--- src/rtl/raybox_zero_pkg.sv ---
// Shared definitions for the raybox-zero SPI register controller: register
// indices, reset defaults, receiver states and frame length derivation.
package raybox_zero_pkg;

  localparam int RZ_ADDR_W   = 4;
  localparam int RZ_DATA_W   = 24;
  localparam int RZ_NUM_REGS = 4;

  localparam int REG_SKY   = 0;
  localparam int REG_FLOOR = 1;
  localparam int REG_OPTS  = 2;
  localparam int REG_VINF  = 3;

  localparam logic [RZ_DATA_W-1:0] DEF_RESET_VAL = 24'h000000;

  typedef enum logic [1:0] {
    RX_IDLE  = 2'd0,
    RX_SHIFT = 2'd1,
    RX_DONE  = 2'd2
  } rx_state_t;

  function automatic int frame_len(input int addr_w, input int data_w);
    return addr_w + data_w;
  endfunction

endpackage

--- src/rtl/spi_sync_edge.sv ---
// Two-flop synchroniser for an asynchronous SPI pin, with a third flop
// providing rise/fall detection on the synchronised copy.
module spi_sync_edge (
  input  logic clk,
  input  logic reset,
  input  logic i_async,
  output logic o_sync,
  output logic o_rise,
  output logic o_fall
);

  logic r_meta;
  logic r_sync;
  logic r_prev;

  // synchroniser chain plus edge-history flop
  always_ff @(posedge clk or posedge reset) begin
    if (reset) begin
      r_meta <= 1'b0;
      r_sync <= 1'b0;
      r_prev <= 1'b0;
    end else begin
      r_meta <= i_async;
      r_sync <= r_meta;
      r_prev <= r_sync;
    end
  end

  assign o_sync = r_sync;
  assign o_rise = r_sync & ~r_prev;
  assign o_fall = ~r_sync & r_prev;

endmodule

--- src/rtl/spi_reg_ctrl.sv ---
// SPI-slave register bank with vblank-committed double buffering.
// Optional macro SPI_REG_IMMEDIATE_EN: address MSB selects an immediate write.
module spi_reg_ctrl
  import raybox_zero_pkg::*;
#(
  parameter int                 ADDR_W    = RZ_ADDR_W,
  parameter int                 DATA_W    = RZ_DATA_W,
  parameter int                 NUM_REGS  = RZ_NUM_REGS,
  parameter logic [DATA_W-1:0]  RESET_VAL = DATA_W'(DEF_RESET_VAL)
) (
  input  logic                         clk,
  input  logic                         reset,
  input  logic                         spi_sclk,
  input  logic                         spi_mosi,
  input  logic                         spi_ss_n,
  input  logic                         frame_start,
  output logic [NUM_REGS*DATA_W-1:0]   reg_data,
  output logic [NUM_REGS-1:0]          pending,
  output logic                         reg_updated,
  output logic                         frame_err
);

  localparam int FRAME_LEN = frame_len(ADDR_W, DATA_W);
  localparam int CNT_W     = $clog2(FRAME_LEN + 1);
`ifdef SPI_REG_IMMEDIATE_EN
  localparam int IDX_W     = ADDR_W - 1;
`else
  localparam int IDX_W     = ADDR_W;
`endif

  logic w_sclk_sync, w_sclk_rise, w_sclk_fall;
  logic w_ss_sync, w_ss_rise, w_ss_fall;
  logic w_mosi_sync, w_mosi_rise, w_mosi_fall;
  logic w_unused_edges;

  rx_state_t            r_state, w_state_nxt;
  logic [CNT_W-1:0]     r_cnt, w_cnt_nxt;
  logic [FRAME_LEN-1:0] r_shift, w_shift_nxt;
  logic                 w_frame_end;
  logic                 w_short;

  logic [ADDR_W-1:0]    w_addr;
  logic [DATA_W-1:0]    w_data;
  logic [IDX_W-1:0]     w_idx;
  logic                 w_imm;
  logic                 w_valid;

  logic [DATA_W-1:0]    r_live  [NUM_REGS];
  logic [DATA_W-1:0]    r_stage [NUM_REGS];
  logic [NUM_REGS-1:0]  r_pending;
  logic                 r_reg_updated;
  logic                 r_frame_err;

  spi_sync_edge u_sclk_sync (
    .clk(clk), .reset(reset), .i_async(spi_sclk),
    .o_sync(w_sclk_sync), .o_rise(w_sclk_rise), .o_fall(w_sclk_fall)
  );

  spi_sync_edge u_ss_sync (
    .clk(clk), .reset(reset), .i_async(spi_ss_n),
    .o_sync(w_ss_sync), .o_rise(w_ss_rise), .o_fall(w_ss_fall)
  );

  spi_sync_edge u_mosi_sync (
    .clk(clk), .reset(reset), .i_async(spi_mosi),
    .o_sync(w_mosi_sync), .o_rise(w_mosi_rise), .o_fall(w_mosi_fall)
  );

  assign w_unused_edges = &{1'b0, w_sclk_sync, w_sclk_fall, w_mosi_rise, w_mosi_fall};

  // receiver state, bit counter and shift register
  always_ff @(posedge clk or posedge reset) begin
    if (reset) begin
      r_state <= RX_IDLE;
      r_cnt   <= '0;
      r_shift <= '0;
    end else begin
      r_state <= w_state_nxt;
      r_cnt   <= w_cnt_nxt;
      r_shift <= w_shift_nxt;
    end
  end

  // receiver next-state: an ss_n rise always ends the frame, whatever the SCLK is doing
  always_comb begin
    w_state_nxt = r_state;
    w_cnt_nxt   = r_cnt;
    w_shift_nxt = r_shift;
    w_frame_end = 1'b0;
    w_short     = 1'b0;
    case (r_state)
      RX_IDLE: begin
        if (w_ss_fall) begin
          w_cnt_nxt   = '0;
          w_shift_nxt = '0;
          w_state_nxt = RX_SHIFT;
        end else begin
          w_state_nxt = RX_IDLE;
        end
      end
      RX_SHIFT: begin
        if (w_ss_rise) begin
          w_short     = 1'b1;
          w_state_nxt = RX_IDLE;
        end else if (w_sclk_rise && !w_ss_sync) begin
          w_shift_nxt = {r_shift[FRAME_LEN-2:0], w_mosi_sync};
          w_cnt_nxt   = r_cnt + CNT_W'(1);
          if (r_cnt == CNT_W'(FRAME_LEN - 1)) begin
            w_state_nxt = RX_DONE;
          end else begin
            w_state_nxt = RX_SHIFT;
          end
        end else begin
          w_state_nxt = RX_SHIFT;
        end
      end
      RX_DONE: begin
        if (w_ss_rise) begin
          w_frame_end = 1'b1;
          w_state_nxt = RX_IDLE;
        end else begin
          w_state_nxt = RX_DONE;
        end
      end
      default: begin
        w_state_nxt = RX_IDLE;
      end
    endcase
  end

  assign w_addr = r_shift[FRAME_LEN-1 -: ADDR_W];
  assign w_data = r_shift[DATA_W-1:0];
`ifdef SPI_REG_IMMEDIATE_EN
  assign w_imm  = w_addr[ADDR_W-1];
  assign w_idx  = w_addr[IDX_W-1:0];
`else
  assign w_imm  = 1'b0;
  assign w_idx  = w_addr;
`endif
  assign w_valid = ({1'b0, w_idx} < (IDX_W + 1)'(NUM_REGS));

  // register bank; a same-cycle staging write lands after the commit so it stays pending
  always_ff @(posedge clk or posedge reset) begin
    if (reset) begin
      for (int i = 0; i < NUM_REGS; i++) begin
        r_live[i]  <= RESET_VAL;
        r_stage[i] <= RESET_VAL;
      end
      r_pending     <= '0;
      r_reg_updated <= 1'b0;
      r_frame_err   <= 1'b0;
    end else begin
      r_frame_err   <= w_short | (w_frame_end & ~w_valid);
      r_reg_updated <= (frame_start & (|r_pending)) | (w_frame_end & w_valid & w_imm);
      if (frame_start) begin
        for (int i = 0; i < NUM_REGS; i++) begin
          if (r_pending[i]) begin
            r_live[i] <= r_stage[i];
          end
        end
        r_pending <= '0;
      end
      if (w_frame_end && w_valid) begin
        for (int i = 0; i < NUM_REGS; i++) begin
          if (w_idx == IDX_W'(i)) begin
            r_stage[i] <= w_data;
            if (w_imm) begin
              r_live[i]    <= w_data;
              r_pending[i] <= 1'b0;
            end else begin
              r_pending[i] <= 1'b1;
            end
          end
        end
      end
    end
  end

  for (genvar g = 0; g < NUM_REGS; g++) begin : g_flat
    assign reg_data[g*DATA_W +: DATA_W] = r_live[g];
  end

  assign pending     = r_pending;
  assign reg_updated = r_reg_updated;
  assign frame_err   = r_frame_err;

endmodule
--- config.mk ---
export PLATFORM = sky130hd
export DESIGN_NAME = spi_reg_ctrl
export DESIGN_NICKNAME = d
export VERILOG_FILES = /design/src/rtl/raybox_zero_pkg.sv /design/src/rtl/spi_sync_edge.sv /design/src/rtl/spi_reg_ctrl.sv
export SDC_FILE = /design/constraint.sdc
export NUM_CORES = 1
export LEC_CHECK = 0
export ABC_AREA = 1
export CAP_MARGIN = 20
export CORE_MARGIN = 8
export CORE_UTILIZATION = 50
export CTS_CLUSTER_DIAMETER = 40
export DETAILED_ROUTE_END_ITERATION = 7
export GPL_ROUTABILITY_DRIVEN = 1
export PLACE_DENSITY = 0.74
export SYNTH_ARGS = -nofsm -noshare
export SYNTH_HDL_FRONTEND = slang
export SYNTH_HIERARCHICAL = 1
export SYNTH_SLANG_ARGS = --single-unit
--- constraint.sdc ---
create_clock -name clk -period 8.7 [get_ports clk]
set_input_delay 2.175 -clock clk [delete_from_list [all_inputs] [get_ports clk]]
set_output_delay 2.175 -clock clk [all_outputs]
set_load 0.02 [all_outputs]
==> impl_metrics.json <==
{
  "final.setup_skew_ns": 0.0262,
  "num_rows": 49,
  "post_cts_buffers": 0,
  "critical_path.top_delay_family": "buffers and inverters",
  "worstSkewPairLatency_ns": 0.53,
  "min_period_ns": 3.74,
  "grt_pass1_wl_um": 32900,
  "setup_viol": 0,
  "clockBufferDepth": 3,
  "ioPinCount": 108,
  "port_buffers": 107,
  "chipHeight_um": 152,
  "drtPass1Iterations": 4,
  "num_vias": 6047,
  "slew_violations": 0,
  "crit_slowest_cell": "clkdlybuf4s50_1",
  "swShare": 0.228,
  "power_leakage_nw": 5.57,
  "cts_resized": 0,
  "numCtsBuffers": 28,
  "antenna_found_initial": 0,
  "power_density_nw_per_um2": 211,
  "fillers": 1399,
  "required_ns": 6.53,
  "status": "finished clean",
  "drtIter0Drc": 377,
  "netlist_area_um2": 9240,
  "p_seq_frac": 0.474,
  "design_area_um2": 11500,
  "fin_crit_sh": 0.430,
  "clkPwrFrac": 0.490,
  "synth_nets": 826,
  "clkSlewWorstSetupHoldPaths_ns": 0.06,
  "syn_to_final_growth_pct": 24.2,
  "hold_class": "flip-flop to flip-flop",
  "p_sw_w": 0.000552,
  "final_hold_viol_count": 0,
  "avgSynthCellArea_um2": 11.3,
  "yosysWarnings": 6,
  "drtAntennaViolNets": 0,
  "ir_drop_v": 0.000145,
  "postCtsHoldBufs": 0,
  "grt_pass1_vias": 6063,
  "initial_core_util": 0.512,
  "cp-start-kind": "flip-flop",
  "dpl_cell_area_um2": 10400,
  "drt_wl_total_um": 19800,
  "p_comb_frac": 0.035,
  "root_buffer": "clkbuf_16",
  "cts_tree": "built",
  "grt_max_degree": 126,
  "path_max_fanout": 4,
  "crit_buf_inv": 1,
  "crit_arrival_ns": 1.56,
  "netlist_instances": 819,
  "worst_slew_pin_slew_ns": 1.02,
  "drcViolationCount": 0,
  "dieWidth_um": 152,
  "avgViaCountPerCell": 5.16,
  "antennaDiodeCount": 0,
  "clock-sinks": 241,
  "coreArea_um2": 18000,
  "rsz0062_at_grt": "no",
  "grt_overflow_total": 0,
  "worstSetupPathType": "flip-flop to output pin",
  "maxCapViolCount": 0,
  "fin_tns_setup_ns": 0,
  "critPathCaptureType": "output pin",
  "final_net_count": 929,
  "final_common_cell": "dfrtp_1",
  "max_stage_delay_ns": 0.64,
  "crit_chain": "clkdlybuf4s50_1",
  "intPower_w": 0.00187,
  "final_cell_mix": "dfrtp_1 (241), nand2_1 (227), clkdlybuf4s50_1 (107), mux2_2 (96), o21ai_0 (69)",
  "place.gp.congestion": 0.748,
  "dp_hpwl_um": 12600,
  "drive_gt1_frac": 0.177,
  "wl_per_cell_um": 16.9,
  "grt_use_total": 0.170,
  "fmax_mhz": 268,
  "relSlewSlack": 0.317,
  "die-area_um2": 23100,
  "ctsHtreeMaxLevel": 1
}
[area by class of cell]
class | instances | area [um^2] | area share
flip-flops and latches | 241 | 6030 | 0.526
multi-input cells | 488 | 2810 | 0.245
clock inverters | 16 | 180 | 0.0157
repair buffers | 116 | 1190 | 0.104
inverters | 47 | 184 | 0.0160
well taps | 229 | 287 | 0.0250
clock buffers | 36 | 792 | 0.0690
[worst reg2reg max path: stages (launching register included)]
cell	delay, ns
dfrtp_1	0.40
inv_1	0.07
nand2_2	0.13
nor3_4	0.81
nand2_1	0.87
nand2_1	0.27
nand2_1	0.07
[final timing paths]
| path | start | cells past startpoint | slack (ns) | end |
|---|---|---|---|---|
| worst min register to register | u_sclk_sync/r_meta$_DFF_PP0_ | 0 | 0.35 | u_sclk_sync/o_sync$_DFF_PP0_ |
| max in group asynchronous | reset | 3 | 5.10 | reg_data[56]$_DFFE_PP0P_ |
| min in group asynchronous | reset | 2 | 1.99 | u_mosi_sync/r_meta$_DFF_PP0_ |
| worst min-delay path | u_sclk_sync/r_meta$_DFF_PP0_ | 0 | 0.35 | u_sclk_sync/o_sync$_DFF_PP0_ |
| worst max-delay path | pending[1]$_DFF_PP0_ | 1 | 4.96 | pending[1] |
| worst max register to register | r_shift[26]$_DFFE_PP0P_ | 6 | 5.94 | r_stage[39]$_DFFE_PP0P_ |
[registers in the layout (all words and copies together), names as in the netlist, 2 cells and up]
signal	count
r_stage	96
reg_data	96
r_shift	28
r_cnt	5
pending	4
r_state	2
[layer usage]
metal | up-vias | share of wire | global-route usage
met3 | 20 | 0.073 | 0.0454
met2 | 149 | 0.47 | 0.257
li1 | 2891 | - | -
met4 | 0 | 0.012 | 0.0443
met5 | - | 0 | 0
met1 | 2987 | 0.45 | 0.237
[power groups by stage]
| stage | logic [W] | clock network [W] | registers (W) |
|---|---|---|---|
| finish | 0.0000852 | 0.00119 | 0.00115 |
| detailed placement | 0.0000822 | 0 | 0.00117 |
| global placement | 0.0000788 | 0 | 0.00117 |
| CTS | 0.0000825 | 0.00120 | 0.00115 |
| floorplan | 0.0000672 | 0 | 0.00116 |
| global route | 0.0000985 | 0.00126 | 0.00115 |
[stage by stage]
stage / hold WS (ns) / power (W) / utilization / setup slack [ns] / cells
6_report: 0.345 / 0.00242 / 0.637 / 4.96 / 1173
5_1_grt: 0.356 / 0.00251 / 0.637 / 4.78 / 1173
2_1_floorplan: 0.331 / 0.00123 / - / 0.135 / 819
3_5_place_dp: 0.336 / 0.00125 / 0.579 / 4.50 / 1117
4_1_cts: 0.346 / 0.00244 / 0.633 / 4.95 / 1169
3_3_place_gp: 0.331 / 0.00125 / 0.578 / 4.49 / 1116
Note: power is estimated with default switching activity, not from simulation.
